<file path="config.mk">
export PLATFORM = sky130hd
export DESIGN_NAME = inst_fetch32
export DESIGN_NICKNAME = d
export VERILOG_FILES = /design/src/rtl/inst_fetch32.sv
export SDC_FILE = /design/constraint.sdc
export NUM_CORES = 1
export LEC_CHECK = 0
export CAP_MARGIN = 20
export CORE_MARGIN = 2
export CORE_UTILIZATION = 45
export DETAILED_ROUTE_END_ITERATION = 10
export MAX_ROUTING_LAYER = met4
export PLACE_DENSITY = 0.73
export SETUP_SLACK_MARGIN = 0.5
export SLEW_MARGIN = 40
export SYNTH_ARGS = -nofsm -noshare
export SYNTH_HDL_FRONTEND = slang
export SYNTH_SLANG_ARGS = --single-unit
</file>
<file path="constraint.sdc">
create_clock -name clk -period 5.4 [get_ports clk]
set_input_delay 0.54 -clock clk [delete_from_list [all_inputs] [get_ports clk]]
set_output_delay 0.54 -clock clk [all_outputs]
set_load 0.05 [all_outputs]
</file>
<file path="src/rtl/inst_fetch32.sv">
// inst_fetch32 - instruction fetch unit for the KLP32 core.
//
// Owns the program counter. It drives a word address into a combinational
// instruction memory and captures each returned word with its byte PC into
// a small prefetch FIFO. Decode drains that FIFO over a valid/ready
// handshake. A branch/jump redirect flushes the FIFO and reloads the PC.
//
// Handshake: a transfer on the out_* side happens in every cycle where
// out_valid and out_ready are both high at the rising edge of clk.
// out_valid, out_inst and out_pc come only from registered state. They do
// not depend combinationally on out_ready. Once out_valid is high, it and
// the head entry stay stable until that entry is popped, a redirect occurs,
// or reset is applied.
//
// Parameters
//   n         data/address width
//   RESET_PC  byte address loaded into the PC on reset
//   DEPTH     prefetch FIFO entries (power of two, 2..8)
//
// Ports
//   clk             sole clock, rising edge
//   rst             synchronous active-high reset
//   imem_addr       word address to instruction memory = {2'b00, pc[n-1:2]}
//   imem_inst       instruction word, combinational from imem_addr
//   fetch_en        1 = fetch allowed, 0 = hold PC and do not push
//   redirect_valid  branch/jump taken this cycle (highest priority)
//   redirect_pc     redirect target byte address (low two bits ignored)
//   out_valid       FIFO head holds a valid instruction
//   out_ready       decode accepts the head this cycle
//   out_inst        head instruction
//   out_pc          byte PC of the head instruction
module inst_fetch32 #(
  parameter int unsigned   n        = 32,
  parameter logic [n-1:0]  RESET_PC = '0,
  parameter int unsigned   DEPTH    = 2
) (
  input  logic         clk,
  input  logic         rst,
  output logic [n-1:0] imem_addr,
  input  logic [n-1:0] imem_inst,
  input  logic         fetch_en,
  input  logic         redirect_valid,
  input  logic [n-1:0] redirect_pc,
  output logic         out_valid,
  input  logic         out_ready,
  output logic [n-1:0] out_inst,
  output logic [n-1:0] out_pc
);

  localparam int unsigned PW = (DEPTH > 1) ? $clog2(DEPTH) : 1;
  localparam int unsigned CW = $clog2(DEPTH + 1);
  localparam logic [CW-1:0] FULL_CNT = CW'(DEPTH);

  logic [n-1:0]  pc_q;
  logic [n-1:0]  pc_d;
  logic [n-1:0]  inst_mem_q [DEPTH];
  logic [n-1:0]  pc_mem_q   [DEPTH];
  logic [PW-1:0] rd_q;
  logic [PW-1:0] rd_d;
  logic [PW-1:0] wr_q;
  logic [PW-1:0] wr_d;
  logic [CW-1:0] count_q;
  logic [CW-1:0] count_d;

  logic pop;
  logic push;

  // A full FIFO may still accept a push when the head leaves in the same
  // cycle. That keeps one instruction per cycle under steady out_ready.
  assign pop  = out_valid & out_ready;
  assign push = fetch_en & ~redirect_valid & ((count_q != FULL_CNT) | pop);

  assign imem_addr = {2'b00, pc_q[n-1:2]};
  assign out_valid = (count_q != '0);
  assign out_inst  = inst_mem_q[rd_q];
  assign out_pc    = pc_mem_q[rd_q];

  always_comb begin
    pc_d    = pc_q;
    rd_d    = rd_q;
    wr_d    = wr_q;
    count_d = count_q;
    if (redirect_valid) begin
      // The flush wins over any pop this cycle. Decode still counts that
      // pop as a completed transfer.
      pc_d    = {redirect_pc[n-1:2], 2'b00};
      rd_d    = '0;
      wr_d    = '0;
      count_d = '0;
    end else begin
      if (push) begin
        pc_d = pc_q + n'(4);
        // Pointers wrap naturally because DEPTH is a power of two.
        wr_d = wr_q + PW'(1);
      end
      if (pop) begin
        rd_d = rd_q + PW'(1);
      end
      case ({push, pop})
        2'b10:   count_d = count_q + CW'(1);
        2'b01:   count_d = count_q - CW'(1);
        default: count_d = count_q;
      endcase
    end
  end

  always_ff @(posedge clk) begin
    if (rst) begin
      pc_q    <= RESET_PC;
      rd_q    <= '0;
      wr_q    <= '0;
      count_q <= '0;
    end else begin
      pc_q    <= pc_d;
      rd_q    <= rd_d;
      wr_q    <= wr_d;
      count_q <= count_d;
    end
  end

  // Storage has no reset. Entries are only meaningful while count > 0.
  always_ff @(posedge clk) begin
    if (!rst && push) begin
      inst_mem_q[wr_q] <= imem_inst;
      pc_mem_q[wr_q]   <= pc_q;
    end
  end

endmodule

</file>
Word-level counts from Yosys, hierarchy flattened
Memories as Yosys holds them, arrays and structs flattened. A register that Yosys moved wholly into a read port is not among the register bits.
Index checks and enable logic that the tools add are counted.
{"block": "op_classes", "reduce_logical": 6, "add_sub_neg": 5, "eq_ne": 3, "bitwise": 5, "mux": 9}
{"cell": "$mux W32", "count": 2}
{"cell": "$add A32 B3 Y32 const B", "count": 1}
{"cell": "$mux W1", "count": 6}
{"cell": "$reduce_bool A2 Y1", "count": 3}
{"cell": "$pmux W2 S2", "count": 1}
{"cell": "$and A1 B1 Y1", "count": 3}
{"cell": "$add A1 B1 Y1 const B", "count": 2}
{"cell": "$add A2 B1 Y2 const B", "count": 1}
{"cell": "$eq A2 B1 Y1 const B", "count": 1}
{"cell": "$eq A2 B2 Y1 const B", "count": 1}
{"cell": "$ne A2 B2 Y1 const B", "count": 1}
{"cell": "$reduce_or A2 Y1", "count": 1}
{"cell": "$sub A2 B1 Y2 const B", "count": 1}
{"cell": "$logic_and A1 B1 Y1", "count": 1}
{"cell": "$logic_not A1 Y1", "count": 1}
{"cell": "$not A1 Y1", "count": 1}
{"cell": "$or A1 B1 Y1", "count": 1}
{"block": "word_totals", "inputBits": 69, "mem_count": 2, "reg_bits": 36, "ramBits": 128, "elab_cells": 35}
{"memory": "inst_mem_q", "words": 2, "width": 32, "read_ports": 1, "rd_clocked_by_memory_dff": 1, "write_ports": 1, "line_no": "56", "text": "logic [n-1:0] inst_mem_q [DEPTH];"}
{"memory": "pc_mem_q", "words": 2, "width": 32, "read_ports": 1, "rd_clocked_by_memory_dff": 1, "write_ports": 1, "line_no": "57", "text": "logic [n-1:0] pc_mem_q [DEPTH];"}

Logic depth before layout (Yosys ltp)
{"block": "depth", "depth_word": 7, "mapped_depth": 6, "ltp_nobuf": 5}

Least setup slack after synthesis
OpenSTA, ideal clock, no wires.
{"block": "synth_path", "path_kind": "input -> register", "from": "input redirect_valid", "to": "memory inst_mem_q[0][0], enable pin", "required_ns": 4.918, "cell_stages": 5, "arrival_time_ns": 3.961, "slack_ns": 0.956, "path_cell_list": "or2_0 clkbuf_1 or3_1 clkbuf_1 nor2_1"}
{"block": "synth_via", "elab_chain_len": 6}
{"item": "start: declaration", "line_no": "42", "text": "input logic redirect_valid,"}
{"item": "$not A1 Y1", "line_no": "71", "text": "assign push = fetch_en & ~redirect_valid & ((count_q != FULL_CNT) | pop);"}
{"item": "$and A1 B1 Y1 (2 in series)", "line_no": "71"}
{"item": "$logic_and A1 B1 Y1", "line_no": "123", "text": "if (!rst && push) begin"}
{"item": "$mux W1", "line_no": "123"}
{"item": "$mux W1 (not written as such)", "line_no": "124", "text": "inst_mem_q[wr_q] <= imem_inst;"}
{"item": "end: declaration", "line_no": "56"}
Every way passes these cells.

Final worst setup path
{"block": "layout_path", "from": "input redirect_valid", "to": "memory inst_mem_q[1][21], enable pin"}
The elaborated chain is that of the path after synthesis.

==> flow_metrics.tcl <==
set metrics [dict create \
    status "complete, no violations" \
    std_cell_rows 44 \
    hold_viol_final 0 \
    rsz0062_at_grt "no" \
    ys.flop_type "edfxtp_1" \
    path_class "in -> reg" \
    path_clk_slew_ns 0.06 \
    viasPerCell 5.59 \
    ios 166 \
    drive_gt1_frac 0.166 \
    antenna_found_initial 0 \
    die_y_um 125 \
    start_util 0.459 \
    cts_buffers 17 \
    drcViolationCount 0 \
    grt_pass1_wl_um 24400 \
    dpl.hpwl_um 10000 \
    r2r_slack_ns 2.77 \
    synth_cells 466 \
    initialDrtViolationCount 298 \
    antenna_cells 0 \
    cts_buffer_depth 2 \
    die_area_um2 15700 \
    firstDrtPassIters 5 \
    worst_pin_slew_ns 0.770 \
    setup_tns_ns 0 \
    hold_end "rd_q$_SDFFE_PP0P_" \
    syn_area_um2 6610 \
    finalMaxSlewViolations 0 \
    synth_warnings 0 \
    gp_congestion 0.815 \
    startpoint_type "input pin" \
    dieWidth_um 125 \
    ctsHoldBuffers 0 \
    rr_endpoint "inst_mem_q[1][21]$_DFFE_PP_" \
    critPathRequiredTime_ns 5.51 \
    ir_worst_vdd_v 0.000161 \
    globalRouteOverflowTotal 0 \
    skew_ns 0.00883 \
    async_flop_share 0 \
    ctsHtreeMaxLevel 4 \
    grt_usage 0.206 \
    clk_latency_ns 0.42 \
    final_min_period_over_clock_period 0.629 \
    hold_path_class "reg -> reg" \
    regToRegStartpoint "count_q[1]$_SDFFE_PP0P_" \
    power_per_cell_area_nw_per_um2 325 \
    wl_per_cell_um 18.9 \
    relSlewSlack 0.483 \
    synth_edf_count 124 \
    arrival_ns 3.50 \
    grt_pass1_vias 4583 \
    core_um2 14400 \
    switchingPower_mw 0.691 \
    hold-worst-slack_ns 0.509 \
    setup_viol 0 \
    clk_root_buffer_cell "clkbuf_16" \
    r2r_cells 4 \
    cts_sinks 159 \
    hold_depth 2 \
    comb_power_share 0.113 \
    grt_max_degree 48 \
    layout_min_cycle_time_ns 3.39 \
    synth_cell_types 54 \
    wl_um 15400 \
    swShare 0.237 \
    area_growth_pct 35.5 \
    clockPowerShare 0.408 \
    p_int_mw 2.22 \
    seq_power_share 0.480 \
    ys_ff_latch 159 \
    p_leak_nw 2.96 \
    portBuffers 159 \
    fin_nets 691 \
    post_cts_buffers 0 \
    cap_violations 0 \
    crit_fanout 38 \
    crit_path_end_kind "flip-flop" \
    syn_area_per_cell_um2 14.2 \
    cts_tree "built" \
    antenna_left 0 \
    vias 4575 \
    fmax_ghz 0.295 \
    cts-resized-gates 0 \
    worstHoldStart "rd_q$_SDFFE_PP0P_" \
    yosysSeqAreaShare 0.669 \
]
-- metal layers --
| metal | wire length, um | part of all wire | GRT usage |
|---|---|---|---|
| met5 | 0 | 0 | - |
| met4 | 166 | 0.011 | 0.0556 |
| met3 | 1020 | 0.066 | 0.0522 |
| met2 | 7610 | 0.49 | 0.332 |
| met1 | 6640 | 0.43 | 0.262 |
-- flip-flops by register name, summed over array words and instances (netlist names), named ones only --
signal	count
inst_mem_q	64
rd_q	1
wr_q	1
pc_mem_q	60
pc_q	30
count_q	2
-- cell families after synthesis --
group | share of synthesized area
buf+inv | 0.0263
fa+ha+maj | 0.00189
other cells | 0.000567
simple gates | 0.107
compound gates | 0.0726
xor+xnor | 0.0146
flops | 0.669
mux | 0.109
-- worst max-delay path: stages --
cell	delay, ns
clkdlybuf4s50_1	0.71
or2_0	0.51
nor3_1	0.66
and2_2	0.75
buf_12	0.31
-- worst max-delay path by stage --
stage                   startpoint                          end  slack [ns]  cells after the start
floorplan           redirect_valid   inst_mem_q[0][0]$_DFFE_PP_        0.96                      5
global placement    redirect_valid    pc_mem_q[1][30]$_DFFE_PP_        1.67                      5
global route        redirect_valid    pc_mem_q[1][21]$_DFFE_PP_        1.81                      5
finish              redirect_valid  inst_mem_q[1][21]$_DFFE_PP_        2.01                      5
detailed placement  redirect_valid    pc_mem_q[1][31]$_DFFE_PP_        1.63                      5
CTS                 redirect_valid    pc_mem_q[1][22]$_DFFE_PP_        2.08                      5
-- power by group through the flow --
stage          Sequential, mW  Combinational, mW  Clock (mW)
5_1_grt                  1.40              0.343        1.26
6_report                 1.40              0.328        1.19
3_5_place_dp             1.42              0.327           0
2_1_floorplan            1.46              0.144           0
3_3_place_gp             1.42              0.322           0
4_1_cts                  1.40              0.329        1.21
-- area by class of cell --
cell class                      count  area, um2
Sequential cell                   159       4430
Clock inverter                     12        144
Inverter                            6       22.5
Timing Repair Buffer              165       1650
Fill cell                        1108       5460
Multi-Input combinational cell    272       2040
Clock buffer                       20        447
Tap cell                          184        230
-- cell usage in the layout, fill, tap and decap left out, types with 5 or more instances in the layout --
cell type and n:
clkdlybuf4s50_1 159, edfxtp_1 124, mux2_2 62, dfxtp_1 34, nor2_1 33, nand2_1 19, clkbuf_16 17, nand4_1 14
a311oi_1 13, nand3_1 11, or4_1 11, xor2_1 9, a211oi_1 8, o31ai_1 8, nor4_1 7, and2_1 7
o211ai_1 7, inv_1 6, and3_1 5, buf_4 5
-- synth_stat cells (all sizes together), types with 2 or more instances --
library cell,count,area [um2]
and3,5,31.3
o41a,2,22.5
a31oi,4,25.0
or4,12,91.3
a21oi,4,20.0
xor2,9,78.8
mux2i,2,20.0
dfxtp,35,701
nand2,19,71.3
o21ai,3,15.0
and2,8,50.1
o31ai,8,60.1
nor2,34,128
clkbuf,18,67.6
and4,3,27.5
inv,6,22.5
a211oi,8,60.1
nor3b,2,15.0
xnor2,2,17.5
o211ai,7,52.6
nor3,3,15.0
nor4,7,43.8
buf,13,73.8
nand3,11,55.1
nand4,15,100
edfxtp,124,3720
nor2b,2,12.5
a2111oi,3,26.3
or3,4,26.3
mux2,62,698
or2,2,12.5
a211o,2,17.5
a311oi,13,114
-- metrics by stage --
stage	worst slack, ns	cells	instance area, um2	utilization	power (mW)
floorplan	0.956	469	6630	-	1.61
global placement	1.67	786	8360	0.580	1.74
detailed placement	1.63	786	8370	0.580	1.75
CTS	2.08	818	8960	0.621	2.94
global route	1.81	818	8960	0.621	3.00
finish	2.01	818	8960	0.621	2.91
Power figures use the tool's default switching activity.
